==> src/rtl/draw_pkg.sv <==
// Shared types for the draw-engine arbiters.
package draw_pkg;

    typedef enum logic [1:0] {
        IDLE,
        ISSUE,
        WAIT
    } arb_state_t;

endpackage

==> src/rtl/draw_circle_arb_rr_pick.sv <==
// Combinational round-robin picker: first asserted request searching upward
// from last+1, wrapping modulo NREQ.
module rr_pick #(
    parameter int NREQ = 4,
    parameter int IW   = $clog2(NREQ)
) (
    input  logic [NREQ-1:0] req,
    input  logic [IW-1:0]   last,
    output logic [IW-1:0]   idx,
    output logic            valid
);

    logic [IW-1:0] cand;

    // NOTE: every output of a combinational block gets a default first, so no
    // path through the loop can leave a value held (which would infer a latch).
    always_comb begin
        idx   = '0;
        valid = 1'b0;
        cand  = '0;
        for (int k = 1; k <= NREQ; k++) begin
            cand = IW'((int'(last) + k) % NREQ);
            if (!valid && req[cand]) begin
                idx   = cand;
                valid = 1'b1;
            end
        end
    end

endmodule

==> src/rtl/draw_circle_arb.sv <==
// Round-robin scheduler sharing one circle-drawing engine between NREQ
// requesters; latches the winner's parameters and pulses start/ack.
module draw_circle_arb
    import draw_pkg::*;
#(
    parameter int CORDW = 16,
    parameter int NREQ  = 4
) (
    input  logic                     clk,
    input  logic                     rst,
    input  logic [NREQ-1:0]          req,
    input  logic [NREQ*CORDW-1:0]    req_x0,
    input  logic [NREQ*CORDW-1:0]    req_y0,
    input  logic [NREQ*CORDW-1:0]    req_r0,
    output logic [NREQ-1:0]          gnt,
    output logic [NREQ-1:0]          ack,
    output logic                     busy,
    output logic                     drw_start,
    output logic signed [CORDW-1:0]  drw_x0,
    output logic signed [CORDW-1:0]  drw_y0,
    output logic signed [CORDW-1:0]  drw_r0,
    input  logic                     drw_done
);

    localparam int IW = $clog2(NREQ);

    arb_state_t              state_q, state_d;
    logic [NREQ-1:0]         gnt_q, gnt_d;
    logic [NREQ-1:0]         ack_q, ack_d;
    logic                    busy_q, busy_d;
    logic                    start_q, start_d;
    logic [IW-1:0]           idx_q, idx_d;
    logic [IW-1:0]           last_q, last_d;
    logic signed [CORDW-1:0] x0_q, x0_d;
    logic signed [CORDW-1:0] y0_q, y0_d;
    logic signed [CORDW-1:0] r0_q, r0_d;

    logic [IW-1:0]           pick_idx;
    logic                    pick_valid;

    rr_pick #(
        .NREQ (NREQ)
    ) u_pick (
        .req   (req),
        .last  (last_q),
        .idx   (pick_idx),
        .valid (pick_valid)
    );

    always_comb begin
        state_d = state_q;
        gnt_d   = gnt_q;
        ack_d   = '0;
        busy_d  = busy_q;
        start_d = 1'b0;
        idx_d   = idx_q;
        last_d  = last_q;
        x0_d    = x0_q;
        y0_d    = y0_q;
        r0_d    = r0_q;

        case (state_q)
            IDLE: begin
                if (pick_valid) begin
                    state_d = ISSUE;
                    gnt_d   = NREQ'(1) << pick_idx;
                    busy_d  = 1'b1;
                    start_d = 1'b1;
                    idx_d   = pick_idx;
                    x0_d    = req_x0[pick_idx*CORDW +: CORDW];
                    y0_d    = req_y0[pick_idx*CORDW +: CORDW];
                    r0_d    = req_r0[pick_idx*CORDW +: CORDW];
                end
            end
            ISSUE: begin
                state_d = WAIT;
            end
            WAIT: begin
                // Requests and parameters are ignored here; only done ends a draw.
                if (drw_done) begin
                    state_d = IDLE;
                    ack_d   = gnt_q;
                    gnt_d   = '0;
                    busy_d  = 1'b0;
                    last_d  = idx_q;
                end
            end
            default: begin
                state_d = IDLE;
                gnt_d   = '0;
                busy_d  = 1'b0;
            end
        endcase
    end

    // NOTE: state registers use non-blocking assignments so every flop samples
    // the pre-edge values regardless of statement order.
    always_ff @(posedge clk or posedge rst) begin
        if (rst) begin
            state_q <= IDLE;
            gnt_q   <= '0;
            ack_q   <= '0;
            busy_q  <= 1'b0;
            start_q <= 1'b0;
            idx_q   <= '0;
            last_q  <= IW'(NREQ - 1);
            x0_q    <= '0;
            y0_q    <= '0;
            r0_q    <= '0;
        end else begin
            state_q <= state_d;
            gnt_q   <= gnt_d;
            ack_q   <= ack_d;
            busy_q  <= busy_d;
            start_q <= start_d;
            idx_q   <= idx_d;
            last_q  <= last_d;
            x0_q    <= x0_d;
            y0_q    <= y0_d;
            r0_q    <= r0_d;
        end
    end

    assign gnt       = gnt_q;
    assign ack       = ack_q;
    assign busy      = busy_q;
    assign drw_start = start_q;
    assign drw_x0    = x0_q;
    assign drw_y0    = y0_q;
    assign drw_r0    = r0_q;

endmodule

==> config.mk <==
export PLATFORM = sky130hd
export DESIGN_NAME = draw_circle_arb
export DESIGN_NICKNAME = d
export VERILOG_FILES = /design/src/rtl/draw_pkg.sv /design/src/rtl/draw_circle_arb_rr_pick.sv /design/src/rtl/draw_circle_arb.sv
export SDC_FILE = /design/constraint.sdc
export NUM_CORES = 1
export LEC_CHECK = 0
export BUFFER_PORTS_ARGS = -buffer_cell sky130_fd_sc_hd__buf_2
export CAP_MARGIN = 10
export CORE_MARGIN = 2
export CORE_UTILIZATION = 44
export CTS_CLUSTER_SIZE = 30
export DETAILED_ROUTE_END_ITERATION = 8
export PLACE_DENSITY = 0.82
export SYNTH_ARGS = -nofsm -noshare
export SYNTH_HDL_FRONTEND = slang
export SYNTH_SLANG_ARGS = --single-unit
==> constraint.sdc <==
create_clock -name clk -period 2.3 [get_ports clk]
set_input_delay 0.115 -clock clk [delete_from_list [all_inputs] [get_ports clk]]
set_output_delay 0.115 -clock clk [all_outputs]
set_load 0.1 [all_outputs]
# Word-level counts from Yosys, hierarchy flattened
# Index checks and enable logic that the tools add are counted.
totals:
  latchBits: 0
  out_inout_bits: 58
  n_memories: 0
  inputBits: 199
  ramBits: 0
  reg_bits: 64
  mem_bits_ro: 0
  elab_cells: 67
classes:
  n_lt_le_gt_ge: 4
  n_eq_ne: 4
  n_mul: 0
  bitwise: 1
  n_addsub: 4
  mux: 29
  n_div: 0
  shifts: 4
  reduce_logical: 11
op_table:
  columns: ["cell", "n"]
  rows:
  - ["indexed part select 64 x 7 -> 16 bit", 3]
  - ["two-way mux 4 bit", 4]
  - ["less-than comparator 2 x 3 -> 1 bit, second input constant", 4]
  - ["two-way mux 1 bit", 12]
  - ["two-way mux 2 bit", 6]
  - ["one-hot mux 4 bit (3 select lines)", 1]
  - ["binary-select mux 1 bit (select 2 bit)", 4]
  - ["one-hot mux 2 bit (3 select lines)", 1]
  - ["AND reduction 2 bit", 3]
  - ["adder 2 x 1 -> 2 bit, second input constant", 2]
  - ["adder 2 bit, second input constant", 2]
  - ["!= test 2 bit, second input constant", 2]
  - ["left shift 1 x 2 -> 4 bit, first input constant", 1]
  - ["logical AND 1 bit", 3]
  - ["zero test 1 bit", 3]
  - ["one-hot mux 1 bit (3 select lines)", 1]
  - ["AND reduction 3 bit", 1]
  - ["== test 2 x 1 -> 1 bit, second input constant", 1]
  - ["== test 2 bit, second input constant", 1]
  - ["zero test 2 bit", 1]
  - ["inverter 1 bit", 1]

# Logic depth before layout (Yosys ltp)
logic_depth:
  depth_word: 16
  mapped_depth: 9

# Modules after synthesis
# From an unflattened synthesis, not the netlist that was laid out.
unflattened:
  cells_unflattened: 330
  hier_area_um2: 3887.5
by_module_without_submodules:
  columns: ["module", "area_per_inst_um2", "cells_each", "n_inst", "seq_area_each_um2"]
  rows:
  - ["draw_circle_arb", 3796.1, 316, 1, 1604.0]
  - ["rr_pick", 91.3, 14, 1, 0.0]

# Worst setup path after synthesis
# Ideal clock, no wire load.
synth_timing:
  kind: "flip-flop to flip-flop"
  startpoint: "reg last_q[1]"
  endpoint: "reg x0_q[0] (netlist: drw_x0[0])"
  n_path_buf: 3
  stages_incl_launch_ff: 8
  arrival_ns: 1.656
  t_required_ns: 2.171
  synth_period_minus_slack_ns: 1.785
  setup_slack_ns: 0.515
  path_cell_list: "dfstp_2 buf_4 o21ai_0 a22o_1 buf_2 clkbuf_1 a221oi_1 o22ai_1"
synth_via:
  elab_chain_cells: 14
  word_cells_on_any_way: 28
  classes_between: "4 x add/sub; 1 x shift; 16 x mux; 7 x reduce/logical"
synth_lines:
  columns: ["item", "line_no", "source"]
  rows:
  - ["start, declared", "draw_circle_arb.sv:33", "logic [IW-1:0] last_q, last_d;"]
  - ["start signal, assigned", "draw_circle_arb.sv:106", "last_q <= IW'(NREQ - 1);"]
  - ["start signal, assigned", "draw_circle_arb.sv:117", "last_q <= last_d;"]
  - ["adder 2 x 1 -> 2 bit", "draw_circle_arb_rr_pick.sv:22", "cand = IW'((int'(last) + k) % NREQ);"]
  - ["binary-select mux 1 bit (select 2 bit)", "draw_circle_arb_rr_pick.sv:23", "if (!valid && req[cand]) begin"]
  - ["two-way mux 1 bit (implied by the code)", "draw_circle_arb_rr_pick.sv:23", null]
  - ["two-way mux 1 bit", "draw_circle_arb_rr_pick.sv:23", null]
  - ["zero test 1 bit", "draw_circle_arb_rr_pick.sv:23", null]
  - ["logical AND 1 bit", "draw_circle_arb_rr_pick.sv:23", null]
  - ["two-way mux 1 bit", "draw_circle_arb_rr_pick.sv:23", null]
  - ["zero test 1 bit", "draw_circle_arb_rr_pick.sv:23", null]
  - ["logical AND 1 bit", "draw_circle_arb_rr_pick.sv:23", null]
  - ["two-way mux 1 bit", "draw_circle_arb_rr_pick.sv:23", null]
  - ["zero test 1 bit", "draw_circle_arb_rr_pick.sv:23", null]
  - ["logical AND 1 bit", "draw_circle_arb_rr_pick.sv:23", null]
  - ["two-way mux 2 bit or two-way mux 1 bit (tied branches)", "draw_circle_arb_rr_pick.sv:23", null]
  - ["indexed part select 64 x 7 -> 16 bit or AND reduction 2 bit (tied branches)", null, null]
  - ["end signal, assigned", "draw_circle_arb.sv:107", "x0_q <= '0;"]
  - ["end signal, assigned", "draw_circle_arb.sv:118", "x0_q <= x0_d;"]
  - ["end, declared", "draw_circle_arb.sv:34", "logic signed [CORDW-1:0] x0_q, x0_d;"]
# Parallel ways exist; a longest one is shown, timed or not. The select of a mux whose other input is x is not followed.
# A chain may end at the register's enable or synchronous reset.

# Worst setup path after layout
layout_timing:
  startpoint: "reg last_q[1]"
  endpoint: "reg r0_q[4] (netlist: drw_r0[4])"
layout_via:
  elab_chain_cells: 14
  word_cells_on_any_way: 28
  classes_between: "4 x add/sub; 1 x shift; 16 x mux; 7 x reduce/logical"
layout_lines:
  columns: ["item", "line_no", "source"]
  rows:
  - ["adder 2 x 1 -> 2 bit", "draw_circle_arb_rr_pick.sv:22", null]
  - ["binary-select mux 1 bit (select 2 bit)", "draw_circle_arb_rr_pick.sv:23", null]
  - ["two-way mux 1 bit (implied by the code)", "draw_circle_arb_rr_pick.sv:23", null]
  - ["two-way mux 1 bit", "draw_circle_arb_rr_pick.sv:23", null]
  - ["zero test 1 bit", "draw_circle_arb_rr_pick.sv:23", null]
  - ["logical AND 1 bit", "draw_circle_arb_rr_pick.sv:23", null]
  - ["two-way mux 1 bit", "draw_circle_arb_rr_pick.sv:23", null]
  - ["zero test 1 bit", "draw_circle_arb_rr_pick.sv:23", null]
  - ["logical AND 1 bit", "draw_circle_arb_rr_pick.sv:23", null]
  - ["two-way mux 1 bit", "draw_circle_arb_rr_pick.sv:23", null]
  - ["zero test 1 bit", "draw_circle_arb_rr_pick.sv:23", null]
  - ["logical AND 1 bit", "draw_circle_arb_rr_pick.sv:23", null]
  - ["two-way mux 2 bit or two-way mux 1 bit (tied branches)", "draw_circle_arb_rr_pick.sv:23", null]
  - ["indexed part select 64 x 7 -> 16 bit or AND reduction 2 bit (tied branches)", null, null]
  - ["end signal, assigned", "draw_circle_arb.sv:120", "r0_q <= r0_d;"]
  - ["end, declared", "draw_circle_arb.sv:36", "logic signed [CORDW-1:0] r0_q, r0_d;"]
# Parallel ways exist; a longest one is shown, timed or not. The select of a mux whose other input is x is not followed.

==> results.md <==
* Starting density of the core at 0.449
* Fillers at 751
* Adder-cell area share of the yosys netlist at 0
* Hold EP: drw_y0[10]$_DFFE_PP0P_
* Avg Inst Size Synth at 10.1 um2
* Hold path depth at 3
* Endpoints failing hold at 0
* Number of synthesized register bits at 64
* Avg WL per Cell at 17.3 um
* CP max stage delay at 0.68 ns
* Post-Synth Simple-Gate Area at 0.106
* CP top delay family: flip-flops
* Post-synthesis mux area share at 0.156
* DP HPWL at 10.1 mm
* Die area at 0.0101 mm2
* Hold path startpoint: req_y0[42]
* Global-route wire length before repair at 20.1 mm
* GR Overflow Total at 0
* Final Skew at 0.00622 ns
* Drt first pass iters at 7
* Post-Syn Area at 0.00409 mm2
* Max Slew Vio Count at 0
* Ys Warns at 0
* Core ar. at 0.00911 mm2
* CTS HTree Levels at 3
* CTS tree: yes
* Number of core rows at 35
* Detail Route Antenna Nets at 0
* Critical Path AT at 2.27 ns
* CP required at 2.51 ns
* Initial antenna violation count at 0
* Postcts setup bufs at 0
* Reg2reg end: drw_r0[4]$_DFFE_PP0P_
* Setup Total Neg Slack at 0 ns
* Synth-to-Final Area Change at 39.8%
* Clk sinks at 64
* Synth Area in XOR/XNOR at 0
* Multi-input gate area at 0.00228 mm2
* Worst R2R Setup Slack at 0.24 ns
* Clock-pin slew on the worst setup and hold paths at 0.08 ns
* Fmax at 0.486 GHz
* Post-Route WL at 13.3 mm
* Static Leakage at 0.00279 uW
* Setup-failing EPs final at 0
* RSZ-0062 raised after global routing: no
* Worst r2r src: last_q[1]$_DFFE_PP1P_
* PortBufs at 256
* R2R depth at 6
* Commonest non-fill, non-tap cell in the layout: buf_2
* Setup crit start kind: register
* Clk buf depth at 2
* Root Buffer: clkbuf_8
* Crit path cell chain: nand2_1, a21oi_1, o221a_4, buf_12, mux2_4, o2bb2ai_2
* Ratio of cells with drive above 1 in the final layout at 0.525
* Worst rel slew slack at 0.422
* Die extent in y at 100 um
* Critical path's slowest cell: dfstp_2
* Synth Area in Compound Gates at 0.290
* Synth Instances at 404
* Netlist cell types at 37
* Largest net degree at the start of global routing at 51
* Global placement routability congestion at 0.829
* Hold WC Path Type: in -> reg
* PD cells at 1830 mW/mm2
* Critical path peak fanout at 14
* Die Width at 100 um
* Via density at 5.77
* Starting DRC count in detailed routing at 184
* Type of the worst setup path: reg -> reg
* Clk_lat worst skew at 0.33 ns
* Final worst path period need at 2.06 ns
* Vias in the first global route at 4191
* Num CTS Buffers at 9
* Slew @ Worst Pin at 0.868 ns
* MaxCap Viol Count at 0
* Post-synthesis sequential area ratio at 0.393
* Total power draw at 10400 uW
* FF+latch area at 0.00160 mm2
* Post-synthesis net count at 603
* Via count at 4416
* Peak supply drop at 0.00123 V
* Diodes inserted at 0
* IO Pins at 257
* Final period util at 0.895
* Largest family of logic cells by synthesized area: compound AO/OA/AOI/OAI gates
* Outcome: finished, final reports clean
* Buf/Inv on CP at 1
* Post-route DRC at 0
* Final Net Count at 849
* Most frequent cells in the layout: buf_2, nor2_1, dfrtp_1
* CP Capture Type: register
* Global Route Usage Sum at 0.253
-- metrics by stage --
stage / utilization / hold slack, ns / setup WS [ns] / cells / area (um2)
final: 0.627 / 0.0697 / 0.241 / 766 / 5710
after floorplan: - / 0.290 / 0.515 / 404 / 4090
after detailed placement: 0.603 / 0.110 / 0.232 / 749 / 5500
after global routing: 0.627 / 0.0700 / 0.0728 / 766 / 5710
after CTS: 0.627 / 0.0503 / 0.243 / 766 / 5710
after global placement: 0.603 / 0.104 / 0.271 / 749 / 5500
-- worst reg2reg max path, stage by stage (launching register included) --
cell and delay (ns):
dfstp_2 0.68, nand2_1 0.09, a21oi_1 0.18, o221a_4 0.35, buf_12 0.21, mux2_4 0.32, o2bb2ai_2 0.12
-- per-layer routing --
metal,part of all wire,global-route usage,up-vias,wire length (um)
met5,0,0,-,0
met4,0.025,0.0917,0,333
met3,0.079,0.0439,37,1050
met2,0.51,0.453,238,6830
met1,0.38,0.304,2110,5060
li1,-,-,2031,-
-- cells by family (layout without fill, tap and decap cells) --
kind of cell / count (synthesis) / count (layout)
AO/OA/AOI/OAI: 140 / 140
AND/OR/NAND/NOR: 106 / 106
flip-flops: 64 / 64
multiplexers: 52 / 52
buffers and inverters: 42 / 293
-- registers in the layout (all words and copies together), names as in the netlist --
name       flops
last_q         2
state_q        2
gnt            4
drw_start      1
busy           1
drw_y0        16
drw_r0        16
drw_x0        16
ack            4
idx_q          2
-- Yosys cell counts --
| cell | count | area (um2) |
|---|---|---|
| clkbuf_1 | 16 | 60.1 |
| o21ai_1 | 6 | 30.0 |
| nor2b_4 | 1 | 13.8 |
| mux2_4 | 23 | 345 |
| a211o_1 | 1 | 8.76 |
| o21ai_0 | 25 | 125 |
| nand2_1 | 17 | 63.8 |
| dfstp_2 | 2 | 52.6 |
| o2bb2ai_2 | 23 | 345 |
| a31oi_1 | 1 | 6.26 |
| nand2b_1 | 1 | 6.26 |
| nor2_1 | 76 | 285 |
| a21o_1 | 1 | 7.51 |
| a21oi_1 | 3 | 15.0 |
| inv_2 | 1 | 3.75 |
| buf_8 | 1 | 15.0 |
| o221a_1 | 1 | 11.3 |
| buf_2 | 12 | 60.1 |
| and2_1 | 4 | 25.0 |
| buf_1 | 1 | 3.75 |
| buf_4 | 2 | 15.0 |
| o21bai_1 | 1 | 7.51 |
| a221oi_2 | 1 | 15.0 |
| o22ai_1 | 25 | 156 |
| nand3_1 | 4 | 20.0 |
| a22o_1 | 1 | 8.76 |
| mux2_2 | 2 | 22.5 |
| a221oi_1 | 48 | 420 |
| inv_1 | 4 | 15.0 |
| o211a_1 | 1 | 10.0 |
| nor2b_1 | 2 | 12.5 |
| o211ai_1 | 1 | 7.51 |
| mux2i_1 | 27 | 270 |
| o2bb2ai_1 | 1 | 8.76 |
| buf_6 | 5 | 56.3 |
| nor3_1 | 1 | 5.00 |
| dfrtp_1 | 62 | 1550 |
-- worst max-delay path by stage --
stage / from / end / depth (start not counted)
finish: last_q[1]$_DFFE_PP1P_ / drw_r0[4]$_DFFE_PP0P_ / 6
global route: last_q[1]$_DFFE_PP1P_ / drw_x0[8]$_DFFE_PP0P_ / 5
CTS: last_q[1]$_DFFE_PP1P_ / drw_r0[1]$_DFFE_PP0P_ / 6
detailed placement: last_q[1]$_DFFE_PP1P_ / drw_r0[1]$_DFFE_PP0P_ / 5
global placement: last_q[1]$_DFFE_PP1P_ / drw_x0[14]$_DFFE_PP0P_ / 6
floorplan: last_q[1]$_DFFE_PP1P_ / drw_x0[0]$_DFFE_PP0P_ / 7
-- area by class of cell --
class                   instances  area share
well taps                     111      0.0243
inverters                       5     0.00329
clock inverters                 5     0.00964
repair buffers                272       0.257
multi-input cells             298       0.399
clock buffers                  11      0.0265
flip-flops and latches         64       0.281
-- timing repair --
action / in CTS / in global routing
hold endpoints to repair: 14 / 0
hold buffers: 1 / 0
resized for setup: 0 / 0
-- power breakdown --
group	switching [uW]	total, uW	internal [uW]
Clock	446	1000	556
Sequential	368	2040	1670
Combinational	5500	7390	1890
No activity file was read; power rests on OpenSTA's default activity.
